--- config.mk ---
export PLATFORM = sky130hd
export DESIGN_NAME = fetch_unit
export DESIGN_NICKNAME = d
export VERILOG_FILES = /design/src/rtl/cpu_pkg.sv /design/src/rtl/fetch_fifo.sv /design/src/rtl/fetch_unit.sv
export SDC_FILE = /design/constraint.sdc
export NUM_CORES = 1
export LEC_CHECK = 0
export BUFFER_PORTS_ARGS = -buffer_cell sky130_fd_sc_hd__buf_2
export CAP_MARGIN = 20
export CORE_MARGIN = 2
export CORE_UTILIZATION = 58
export CTS_BUF_LIST = sky130_fd_sc_hd__clkbuf_4 sky130_fd_sc_hd__clkbuf_8 sky130_fd_sc_hd__clkbuf_16
export CTS_CLUSTER_DIAMETER = 100
export DETAILED_ROUTE_END_ITERATION = 10
export GPL_ROUTABILITY_DRIVEN = 0
export PLACE_DENSITY = 0.8
export SYNTH_ARGS = -nofsm -noshare
export SYNTH_HDL_FRONTEND = slang
export SYNTH_SLANG_ARGS = --single-unit
export TNS_END_PERCENT = 100
--- constraint.sdc ---
create_clock -name clk -period 2.4 [get_ports clk]
set_input_delay 0.12 -clock clk [delete_from_list [all_inputs] [get_ports clk]]
set_output_delay 0.12 -clock clk [all_outputs]
set_load 0.01 [all_outputs]
--- src/rtl/cpu_pkg.sv ---
// ============================================================================
// cpu_pkg : shared widths, instruction field positions and fetch entry type
// Revision: 1.0
// ============================================================================
`default_nettype none

package cpu_pkg;
    localparam int INSTR_W = 16;
    localparam int PC_W    = 16;

    localparam int OPC_HI  = 15;
    localparam int OPC_LO  = 13;
    localparam int WREG_HI = 12;
    localparam int WREG_LO = 10;
    localparam int REG1_HI = 9;
    localparam int REG1_LO = 7;
    localparam int REG2_HI = 6;
    localparam int REG2_LO = 4;

    typedef struct packed {
        logic [INSTR_W-1:0] inst;
        logic [PC_W-1:0]    pc;
    } fetch_entry_t;
endpackage

`default_nettype wire

--- src/rtl/fetch_fifo.sv ---
// ============================================================================
// fetch_fifo : DEPTH-entry prefetch FIFO of {inst, pc} with flush
// Revision: 1.0
// ============================================================================
`default_nettype none

module fetch_fifo
    import cpu_pkg::*;
#(
    parameter int DEPTH = 4
) (
    input  logic                         clk,
    input  logic                         rst,
    input  logic                         push,
    input  logic                         pop,
    input  logic                         flush,
    input  fetch_entry_t                 wr_data,
    output fetch_entry_t                 head,
    output logic [$clog2(DEPTH+1)-1:0]   count
);
    localparam int PW = $clog2(DEPTH);

    fetch_entry_t   mem [DEPTH];
    logic [PW-1:0]  rd_ptr;
    logic [PW-1:0]  wr_ptr;

    always_ff @(posedge clk or posedge rst) begin
        if (rst) begin
            rd_ptr <= '0;
            wr_ptr <= '0;
            count  <= '0;
        end else if (flush) begin
            rd_ptr <= '0;
            wr_ptr <= '0;
            count  <= '0;
        end else begin
            if (push) wr_ptr <= wr_ptr + 1'b1;
            if (pop)  rd_ptr <= rd_ptr + 1'b1;
            if (push && !pop)
                count <= count + 1'b1;
            else if (pop && !push)
                count <= count - 1'b1;
        end
    end

    // Storage needs no reset: the head is masked whenever the FIFO is empty.
    always_ff @(posedge clk) begin
        if (push && !flush)
            mem[wr_ptr] <= wr_data;
    end

    assign head = (count != '0) ? mem[rd_ptr] : '0;
endmodule

`default_nettype wire

--- src/rtl/fetch_unit.sv ---
// ============================================================================
// fetch_unit : PC, instruction-memory issue and prefetch buffering for decode.
// Optional FETCH_PERF_EN adds perf_fetched / perf_flushes counters.
// Revision: 1.0
// ============================================================================
`default_nettype none

module fetch_unit
    import cpu_pkg::*;
#(
    parameter int              DEPTH    = 4,
    parameter logic [PC_W-1:0] RESET_PC = 16'h0000
) (
    input  logic               clk,
    input  logic               rst,
    output logic               imem_req,
    output logic [PC_W-1:0]    imem_addr,
    input  logic [INSTR_W-1:0] imem_rdata,
    output logic               inst_valid,
    input  logic               inst_ready,
    output logic [INSTR_W-1:0] inst,
    output logic [PC_W-1:0]    inst_pc,
`ifdef FETCH_PERF_EN
    output logic [15:0]        perf_fetched,
    output logic [15:0]        perf_flushes,
`endif
    input  logic               redirect_valid,
    input  logic [PC_W-1:0]    redirect_pc
);
    localparam int CW = $clog2(DEPTH+1);

    logic [PC_W-1:0] fetch_pc;
    logic [PC_W-1:0] inflight_pc;
    logic            inflight;
    logic [CW-1:0]   count;
    logic [CW-1:0]   occupancy;
    logic            push;
    logic            pop;
    fetch_entry_t    wr_entry;
    fetch_entry_t    head;

    // An outstanding request holds a slot, so a returning word always fits.
    assign occupancy  = count + CW'(inflight);
    assign imem_req   = !rst && !redirect_valid && (occupancy < CW'(DEPTH));
    assign imem_addr  = fetch_pc;
    assign inst_valid = (count != '0) && !redirect_valid;
    assign pop        = inst_valid && inst_ready;
    assign push       = inflight && !redirect_valid;
    assign wr_entry   = '{inst: imem_rdata, pc: inflight_pc};
    assign inst       = head.inst;
    assign inst_pc    = head.pc;

    always_ff @(posedge clk or posedge rst) begin
        if (rst) begin
            fetch_pc    <= RESET_PC;
            inflight    <= 1'b0;
            inflight_pc <= '0;
        end else if (redirect_valid) begin
            fetch_pc <= redirect_pc;
            inflight <= 1'b0;
        end else begin
            inflight <= imem_req;
            if (imem_req) begin
                fetch_pc    <= fetch_pc + 1'b1;
                inflight_pc <= fetch_pc;
            end
        end
    end

    fetch_fifo #(
        .DEPTH (DEPTH)
    ) u_fifo (
        .clk     (clk),
        .rst     (rst),
        .push    (push),
        .pop     (pop),
        .flush   (redirect_valid),
        .wr_data (wr_entry),
        .head    (head),
        .count   (count)
    );

`ifdef FETCH_PERF_EN
    always_ff @(posedge clk or posedge rst) begin
        if (rst) begin
            perf_fetched <= '0;
            perf_flushes <= '0;
        end else begin
            if (pop)            perf_fetched <= perf_fetched + 1'b1;
            if (redirect_valid) perf_flushes <= perf_flushes + 1'b1;
        end
    end
`endif
endmodule

`default_nettype wire

# == Word-level counts from Yosys, hierarchy flattened ==
# Memories as Yosys holds them, arrays and structs flattened.
# Index checks and enable logic that the tools add are counted.
# totals
ff_bits,40
latch_bits,0
ramBits,128
mem_bits_ro,0
output_inout_bits,50
memories,1
# memory_table
memory,words,width,read_ports,rd_clocked_by_memory_dff,wr,line,rtl
u_fifo.mem,4,32,1,0,1,fetch_fifo.sv:23,fetch_entry_t mem [DEPTH];
# classes
addsub,6
mul,0
n_div,0
n_lt_le_gt_ge,1
eq_ne,0
n_shift,0
muxes,13
bitwise_logic,1
n_reduce_logical,18
# op_table
operator,n
$mux W16,2
$mux W32,1
$add A16 B1 Y16 const B,1
$mux W3,3
$logic_and A1 B1 Y1,8
$mux W2,4
$reduce_bool A2 Y1,3
$reduce_bool A3 Y1,2
$add A2 B1 Y2 const B,2
$logic_not A1 Y1,4
$add A3 B1 Y3,1
$add A3 B1 Y3 const B,1
$lt A3 B3 Y1 const B,1
$mux W1,3
$sub A3 B1 Y3 const B,1
$reduce_and A2 Y1,1
$not A1 Y1,1

# == Logic depth before layout (Yosys ltp) ==
# Gate-level depths: netlist of the first run.
# depth
ltp_word,7
mapped_depth,8
depth_no_buf,7

# == By module ==
# From an unflattened synthesis of the first run, not the netlist that was laid out.
# hier_totals
hier_cells,394
hier_area_um2,6890.4
# by_module_without_submodules
mod,instances,cells_each,area_per_inst_um2
fetch_fifo,1,247,5265.0
fetch_unit,1,147,1625.3

# == Worst setup path after synthesis of the first run ==
# No wires, ideal clock.
# synth_timing
path_kind,input to register
startpoint,in rst
endpoint,reg fetch_pc[14] (netlist: imem_addr[14])
setup_time_ns,0.070
t_arrival_ns,1.882
t_required_ns,2.330
path_slack_ns,0.448
path_stages,4
n_path_buf,0
cell_sequence,inv_1 > o2111ai_1 > or4_1 > nand3_1
# synth_via
elab_chain_cells,4
# synth_rtl
element,line,rtl
start: declaration,fetch_unit.sv:15,"input logic rst,"
$logic_not A1 Y1 (no line),n/a,
$logic_and A1 B1 Y1 (2 in series),fetch_unit.sv:44,assign imem_req = !rst && !redirect_valid && (occupancy < CW'(DEPTH));
$reduce_bool A2 Y1 (no line),n/a,
end signal: assignment,fetch_unit.sv:59,fetch_pc <= redirect_pc;
end signal: assignment,fetch_unit.sv:64,fetch_pc <= fetch_pc + 1'b1;
end: declaration,fetch_unit.sv:32,logic [PC_W-1:0] fetch_pc;
# Every way passes these cells.
# A chain may end at the register's enable or synchronous reset.

# == Worst setup path after layout of the first run ==
# layout_timing
startpoint,reg u_fifo.count[1]
endpoint,out imem_req
# layout_via
elab_chain_cells,3
# layout_rtl
element,line,rtl
start: declaration,fetch_fifo.sv:19,output logic [$clog2(DEPTH+1)-1:0] count
start signal: assignment,fetch_fifo.sv:40,count <= count + 1'b1;
start signal: assignment,fetch_fifo.sv:42,count <= count - 1'b1;
$add A3 B1 Y3,fetch_unit.sv:43,assign occupancy = count + CW'(inflight);
$lt A3 B3 Y1,fetch_unit.sv:44,
$logic_and A1 B1 Y1,fetch_unit.sv:44,
end: declaration,fetch_unit.sv:16,"output logic imem_req,"
# Every way passes these cells.

==> results.md, run 1 <==
Timing:
- Setup slack on the critical path of the routed design comes to 0.109 ns.
- The final period demand of the worst path is 2.29 ns.
- At the pin with the least slew margin, the transition time is 0.538 ns.
- After routing, the total negative slack on setup checks comes to 0 ns.
- Derived from the worst setup path, the maximum achievable clock frequency is 437 MHz.
- The setup-violating endpoint count in the final report is 0.
- The final hold violation count came to 0.
- The max-slew violation count is 0.
- In this run the tightest slew margin relative to its limit is 63.9%.
- Setup repair after global routing left no endpoint under its margin.
- For the final database, setup skew stands at 0.00795 ns.
- The period utilization is 95.4%.

Critical path:
- The required time reported for the critical path endpoint is 2.28 ns.
- The slowest stage of the critical path belongs to the cell sky130_fd_sc_hd__dfrtp_2.
- The type of element capturing the critical path is a primary output.
- The startpoint type of the worst setup path is a flip-flop.
- The buffers plus inverters on the worst setup path is 3.
- Walking the worst path, the cells encountered are and4_2 -> nor2_1 -> or3_1 -> buf_4 -> inv_1 -> buf_2.
- For this run, the slowest stage of the critical path takes 0.48 ns.
- Of all nets on the critical path, the largest fanout is 8.
- The kind of cell with the highest combined delay on the critical path is simple AND/OR/NAND/NOR gates.
- The arrival time reported for the critical path endpoint is 2.17 ns.
- The critical path is of the flip-flop to primary output type.

Logic synthesis:
- After synthesis the netlist holds a flip-flop and latch count of 168.
- The async set-or-reset flop fraction in the synthesized netlist is 23.8%.
- The top flip-flop cell by instance count after synthesis is sky130_fd_sc_hd__edfxtp_1.
- The xor/xnor cell area share of the yosys netlist is 1.38%.
- The top-area cell type share of the netlist area is 55.2%.
- The simple-gate share of the synthesized area is 7.91%.
- After Yosys synthesis, full adders, half adders and majority gates account for 1.19% of the synthesized area.
- The main combinational cell family by area after synthesis is multiplexers.
- By area the synthesized netlist is led by sky130_fd_sc_hd__edfxtp_1 55%, sky130_fd_sc_hd__dfrtp_1 14%, sky130_fd_sc_hd__mux4_2 10%.
- The synthesized area per cell is 17.3 µm².
- The cell taking the most area after synthesis is sky130_fd_sc_hd__edfxtp_1.
- The synthesized instance count is 403.
- The number of library cell types mapped by synthesis is 43.
- The complex-gate fraction of the synthesized area is 3.69%.
- During synthesis, Yosys emitted a total of 0 warnings.
- The number of nets in the synthesized netlist is 445.
- The share of the Yosys chip area taken by registers is 69.6%.
- The share of cell area taken by muxes after synthesis is 13.9%.
- The count of flip-flops with a built-in enable after synthesis is 128.
- The area of the mapped netlist is 6960 µm².

Layout:
- The antenna diode count is 0.
- After the last flow step, the layout net total stands at 574.
- The most common library cell in the layout ignoring fill and taps is sky130_fd_sc_hd__edfxtp_1.
- The post-route netlist has 34.9% of its cells at a drive strength greater than 1.
- From synthesis to final layout, the design area changed by 23.0%.
- In the layout the commonest cells are 128 x sky130_fd_sc_hd__edfxtp_1, 85 x sky130_fd_sc_hd__buf_2, 35 x sky130_fd_sc_hd__dfrtp_1.
- Fill cells in the final layout number 709.

Place:
- Summed over all nets, the half-perimeter wirelength after detailed placement is 7.85 mm.
- Port buffering added 85 buffers.
- Prior to clock tree synthesis, the placed netlist has a worst setup slack of 0.333 ns.

Die:
- For this configuration, the core starts out at a cell density of 58.7%.
- The number of top-level pins is 86.
- The core footprint is 11900 µm².
- The row count is 40.
- The die footprint is 12900 µm².
- The vertical extent of the die is 114 µm.
- The die width is 114 µm.

GRT:
- For this run the aggregate overflow at the end of global routing stands at 0.
- The overall global routing resource usage is 22.0%.
- The first-pass GRT wire length is 21.2 mm.
- The number of antenna violations at the first check in global routing is 0.
- The number of global-route vias before repair came to 4231.
- The largest net degree at the start of global routing is 41.

CTS:
- The CTS tree is built.
- The later pin in the worst-skew pair is clocked with a latency of 0.42 ns.
- The count of H-tree levels built during CTS is 4.
- The root buffer selected by CTS is sky130_fd_sc_hd__clkbuf_16.
- After clock tree synthesis, the setup repair step added 0 buffers.
- The clock buffer count from CTS is 17.
- The maximum buffer depth of the clock tree is 2.
- After clock tree synthesis, the clock-pin slew on the worst setup and hold paths is 0.07 ns.
- The clock sink count is 168.

Drt:
- The number of iterations in the first detailed-routing pass is 5.
- The final route contains 4006 vias.
- Dividing the detail-routed wire length by the instance count gives 19.1 µm.
- The first-iteration detailed-routing DRC count is 269.
- After detailed routing, the number of remaining DRC violations is 0.
- The via density per instance is 5.79.
- Summed over all layers, the routed wires come to 13.2 mm.
- The remaining number of nets flagged by the antenna check after routing is 0.

Power:
- Total power for the finished layout comes to 0.00879 W.
- The power density normalized to cell area is 1030 nW/µm².
- Summed over all cells, the static leakage comes to 3.19 nW.
- The worst vdd rail ir drop is 0.000432 V.

Hold path:
- The worst hold path belongs to the class input port to flip-flop.

Run:
- The tool flagged a number of max-cap violations equal to 0.

Status:
- The flow ran to the end, and the final reports show no timing, DRC or antenna violations.
==> report_power, final <==
group	switching [W]	internal, W
Clock	0.00108	0.00164
Combinational	0.000998	0.00113
Sequential	0.000389	0.00355
Total	0.00247	0.00632
==> final timing paths <==
check / endpoint / from / slack [ns] / cells past startpoint
worst min-delay path: imem_addr[6]$_DFFE_PP0P_ / redirect_valid / 0.16 / 3
max in group asynchronous: u_fifo.rd_ptr[0]$_DFFE_PP0P_ / rst / 1.60 / 4
worst min register to register: u_fifo.mem[2][9]$_DFFE_PP_ / inflight_pc[9]$_DFFE_PP0P_ / 0.52 / 0
worst max register to register: u_fifo.count[2]$_DFFE_PP0P_ / inflight$_DFF_PP0_ / 0.40 / 8
worst max-delay path: imem_req / u_fifo.count[1]$_DFFE_PP0P_ / 0.11 / 6
min in group asynchronous: imem_addr[3]$_DFFE_PP0P_ / rst / 0.43 / 4
==> worst register-to-register path: stages, from the launching register on <==
cell                       delay, ns
sky130_fd_sc_hd__dfrtp_1        0.43
sky130_fd_sc_hd__buf_4          0.19
sky130_fd_sc_hd__nor2b_1        0.16
sky130_fd_sc_hd__and2_1         0.20
sky130_fd_sc_hd__fa_1           0.38
sky130_fd_sc_hd__nand2b_1       0.16
sky130_fd_sc_hd__mux2i_1        0.19
sky130_fd_sc_hd__xnor2_1        0.14
sky130_fd_sc_hd__nor2_1         0.05
==> flip-flops by register name, indices dropped and copies added (netlist names) <==
signal,flops
u_fifo.rd_ptr,2
inflight_pc,16
imem_addr,16
u_fifo.wr_ptr,2
u_fifo.count,3
u_fifo.mem,128
inflight,1
==> metal layers <==
layer / global-route usage (%) / share of wire, %
met1: 27.4 / 42
met2: 38.0 / 51
met3: 4.36 / 5.0
met4: 9.67 / 2.4
met5: 0 / 0
==> per-stage QoR <==
step | utilization (%) | cell area, µm² | hold slack, ns | instances
final | 72.2 | 8560 | 0.163 | 692
after global routing | 72.2 | 8560 | 0.204 | 692
after CTS | 72.1 | 8560 | 0.144 | 692
after detailed placement | 64.3 | 7620 | 0.335 | 627
after global placement | 64.3 | 7620 | 0.318 | 627
after floorplan | - | 6960 | 0.219 | 403
==> synthesized netlist by cell type (all sizes together) (8+ instances only) <==
library cell  instances
nor2b                33
nand2                15
mux4                 32
clkbuf               12
o21ai                11
mux2                 16
edfxtp              128
nor2                 13
and2                  9
xnor2                 8
dfrtp                40
buf                  11
inv                  10
==> logic make-up (layout without fill, tap and decap cells) <==
group,count (synthesis),after routing
adder cells (fa/ha/maj),6,6
XOR/XNOR,11,11
multiplexers,51,51
AND/OR/NAND/NOR,98,98
flip-flops,168,168
buffers and inverters,33,175
AO/OA/AOI/OAI,36,36
==> what timing repair did <==
action / 4_1_cts / 5_1_grt
hold buffers: 33 / 0
setup endpoints to repair: 1 / 4
resized for setup: 2 / 3
endpoints found under the hold margin: 120 / 0
==> area by class of cell <==
| type | instances | area (µm²) | area share [%] |
|---|---|---|---|
| sequential | 168 | 4850 | 56.7 |
| multi-input combinational | 202 | 1960 | 22.9 |
| timing repair buffer | 133 | 931 | 10.9 |
| clock buffer | 17 | 425 | 4.97 |
| tap | 147 | 184 | 2.15 |
| clock inverter | 15 | 175 | 2.05 |
| inverter | 10 | 37.5 | 0.438 |
(Power assumes the default switching activity.)
==> run 2, diff against run 1 <==
--- a/config.mk
+++ b/config.mk
@@ -14,6 +14,7 @@
 export DETAILED_ROUTE_END_ITERATION = 10
 export GPL_ROUTABILITY_DRIVEN = 0
 export PLACE_DENSITY = 0.8
+export REMOVE_ABC_BUFFERS = 1
 export SYNTH_ARGS = -nofsm -noshare
 export SYNTH_HDL_FRONTEND = slang
 export SYNTH_SLANG_ARGS = --single-unit
==> run 2 against run 1 <==
Via count down 0.65%. Critical endpoint unchanged. Register-to-register slack improved by 0.05 ns. Maximum frequency is 1.2% higher. Total power is 3.0% higher. Clock-buffer cell count is the same. Flip-flop and latch count unchanged. Highest routed layer unchanged. Sequential power decreased by 1%. Global-route usage increased by 1.0 points.
==> results.md, run 2 (synthesis gave the netlist of run 1 again) <==
Status:
- Result of the run: finished clean (unchanged).

CTS:
- The maximum buffer depth of the clock tree is 2 (unchanged).
- The clock sink count is 168 (unchanged).
- The root buffer selected by CTS is sky130_fd_sc_hd__clkbuf_16 (unchanged).
- The clock buffer count from CTS is 17 (unchanged).
- The CTS tree is built (unchanged).
- The count of H-tree levels built during CTS is 4 (unchanged).
- The register clock-pin slew on the reported worst setup and hold paths was 0.06 ns (was 0.07 ns).
- The latest clock arrival within the worst-skew pair is 0.43 ns (was 0.42 ns).

Hold path:
- The path class of the lowest-slack min-delay path is input port to flip-flop (unchanged).
- The cell depth of the worst hold path is 3 (unchanged).
- The origin of the worst min-delay path is redirect_valid (unchanged).

Critical path:
- The startpoint type of the worst setup path is a flip-flop (unchanged).
- The critical-path cell with the highest stage delay is sky130_fd_sc_hd__dfrtp_2 (unchanged).
- The worst flop-to-flop path startpoint is imem_addr[3]$_DFFE_PP0P_ (was inflight$_DFF_PP0_).
- The class of the most critical setup path was flip-flop to primary output (unchanged).
- The maximum single-stage delay on the critical path is 0.49 ns (was 0.48 ns).
- The type of element capturing the critical path is a primary output (unchanged).
- The kind of cell with the highest combined delay on the critical path was simple AND/OR/NAND/NOR gates (unchanged).
- The worst reg-to-reg path cell count came to 4 (was 8).
- The buffers plus inverters on the worst setup path is 3 (unchanged).
- The largest fanout on the critical path is 10 (was 8).
- The critical path depth in cells is 6 (unchanged).
- The required time reported for the critical path endpoint was 2.28 ns (about the same).
- The arrival time reported for the critical path endpoint came to 2.14 ns (was 2.17 ns).
- Cell chain of the critical path: and4_1 -> nor2_1 -> or3_1 -> buf_4 -> inv_1 -> buf_2 (was and4_2 -> nor2_1 -> or3_1 -> buf_4 -> inv_1 -> buf_2).
- The start point of the critical path is inflight$_DFF_PP0_ (was u_fifo.count[1]$_DFFE_PP0P_).

Timing:
- The maximum clock frequency is 442 MHz (was 437 MHz).
- The worst setup skew after layout is 0.00799 ns (was 0.00795 ns).
- The period utilization is 94.3% (was 95.4%).
- The setup TNS came to 0 ns (unchanged).
- The final period demand of the worst path is 2.26 ns (was 2.29 ns).
- The max-slew violation count is 0 (unchanged).
- Setup repair after global routing missed its margin: false (unchanged).
- The final hold violation count is 0 (unchanged).
- The worst path setup slack after routing is 0.137 ns (was 0.109 ns).
- The relative max-transition margin was 62.5% (was 63.9%).
- The transition time of the tightest slew-check pin is 0.559 ns (was 0.538 ns).
- The setup-violating endpoint count in the final report is 0 (unchanged).

GRT:
- The number of antenna violations at the first check in global routing is 0 (unchanged).
- The largest net degree at the start of global routing was 41 (unchanged).
- The first-pass GRT wire length is 21.8 mm (was 21.2 mm).
- The total global routing overflow came to 0 (unchanged).
- The number of global-route vias before repair came to 4109 (was 4231).
- The overall global routing resource usage was 23.1% (was 22.0%).

Run:
- The count of maximum capacitance violations is 0 (unchanged).

Place:
- The number of buffers added on ports is 85 (unchanged).
- The HPWL after detailed placement is 8.26 mm (was 7.85 mm).
- The total cell area at the placement stage is 7610 µm² (was 7620 µm²).
- The placed cell count was 624 (was 627).
- The minimum setup slack after placement is 0.391 ns (was 0.333 ns).

Die:
- The row count is 40 (unchanged).
- The vertical extent of the die came to 114 µm (unchanged).
- The number of top-level pins was 86 (unchanged).
- The core footprint came to 11900 µm² (unchanged).
- The die footprint is 12900 µm² (unchanged).
- The effective utilization at floorplan is 58.7% (unchanged).
- The die width is 114 µm (unchanged).

Drt:
- The DRC violation count after routing is 0 (unchanged).
- The first-iteration detailed-routing DRC count is 257 (was 269).
- The routed wirelength normalized by instance count came to 20.1 µm (was 19.1 µm).
- The final wirelength was 13.9 mm (was 13.2 mm).
- The total via count in the routed design is 3980 (was 4006).
- The via density per instance came to 5.76 (was 5.79).
- The number of iterations in the first detailed-routing pass came to 4 (was 5).
- The remaining number of nets flagged by the antenna check after routing is 0 (unchanged).

Layout:
- The register with the highest flop count was u_fifo.mem (unchanged).
- The final non-filler cell total is 691 (was 692).
- The multi-input gate area in the final layout is 1960 µm² (about the same).
- The number of nets in the final layout came to 573 (was 574).
- The number of flip-flops in the largest register is 128 (unchanged).
- The total non-filler cell area in the finished layout is 8620 µm² (was 8560 µm²).
- The most common library cell in the layout ignoring fill and taps was sky130_fd_sc_hd__edfxtp_1 (unchanged).
- The number of filler cells placed in the layout came to 693 (was 709).
- The antenna diode count is 0 (unchanged).
- Leading cell types in the layout, fill and taps excluded: 128 x sky130_fd_sc_hd__edfxtp_1, 85 x sky130_fd_sc_hd__buf_2, 35 x sky130_fd_sc_hd__dlygate4sd3_1, 35 x sky130_fd_sc_hd__dfrtp_1, 33 x sky130_fd_sc_hd__nor2b_1 (was 128 x sky130_fd_sc_hd__edfxtp_1, 85 x sky130_fd_sc_hd__buf_2, 35 x sky130_fd_sc_hd__dfrtp_1).
- The fraction of final layout cells with drive strength greater than 1 was 35.1% (was 34.9%).
- The register area is 4850 µm² (unchanged).
- The area added between synthesis and finish is 23.9% (was 23.0%).

Power:
- The overall power after layout came to 0.00905 W (was 0.00879 W).
- The power density normalized to cell area is 1050 nW/µm² (was 1030 nW/µm²).
- The worst vdd rail ir drop is 0.000499 V (was 0.000432 V).
- The static leakage power was 3.20 nW (was 3.19 nW).
-- run 2: changes by cell type in the layout (fill, tap and decap cells not counted), sizes merged --
cell / change
clkinv: -5
buf: -3
inv: +3
bufinv: +2
dlygate4sd3: +2
-- run 2: what timing repair did --
item | in CTS | in global routing
endpoints found under the hold margin | 120 | 0
hold buffers | 35 | 0
setup buffers | 0 | 0
endpoints found under the setup margin | 0 | 1
resized for setup | 0 | 4
-- run 2: per-stage QoR --
step / utilization, % / hold WS, ns
3_3_place_gp: 64.1 / 0.327
2_1_floorplan: - / 0.183
6_report: 72.7 / 0.0319
3_5_place_dp: 64.1 / 0.330
4_1_cts: 72.6 / 0.0123
5_1_grt: 72.7 / 0.0324
-- run 2: worst paths after layout --
path	slack, ns	endpoint
hold reg to reg	0.52	u_fifo.mem[2][9]$_DFFE_PP_
hold / removal	0.03	imem_addr[12]$_DFFE_PP0P_
setup reg to reg	0.45	imem_addr[13]$_DFFE_PP0P_
max in group asynchronous	1.60	u_fifo.rd_ptr[0]$_DFFE_PP0P_
min in group asynchronous	0.42	imem_addr[1]$_DFFE_PP0P_
setup / recovery	0.14	imem_req
-- run 2: worst register-to-register path: stages (launching register included) --
cell and delay, ns:
sky130_fd_sc_hd__dfrtp_1 0.48, sky130_fd_sc_hd__and4_1 0.35, sky130_fd_sc_hd__nand3_1 0.31, sky130_fd_sc_hd__or4_1 0.56, sky130_fd_sc_hd__a31oi_1 0.18
-- run 2: power breakdown --
| group | leakage (nW) | internal (W) | total (W) | switching (W) |
|---|---|---|---|---|
| clock | 0.312 | 0.00187 | 0.00302 | 0.00115 |
| sequential | 1.64 | 0.00355 | 0.00389 | 0.000337 |
| combinational | 1.25 | 0.00112 | 0.00215 | 0.00103 |
| total | 3.20 | 0.00653 | 0.00905 | 0.00252 |
-- run 2: area by class of cell --
cell class | instances | area share [%]
well taps | 147 | 2.13
multi-input cells | 202 | 22.7
clock buffers | 17 | 4.93
flip-flops and latches | 168 | 56.3
clock inverters | 15 | 2.71
repair buffers | 132 | 10.8
inverters | 10 | 0.435
-- run 2: routing by layer --
layer | part of all wire, % | up-vias | track usage [%]
li1 | - | 1816 | -
met1 | 42 | 1979 | 29.1
met2 | 50 | 158 | 37.9
met3 | 5.5 | 27 | 6.54
met4 | 2.5 | 0 | 10.0
met5 | 0 | - | 0
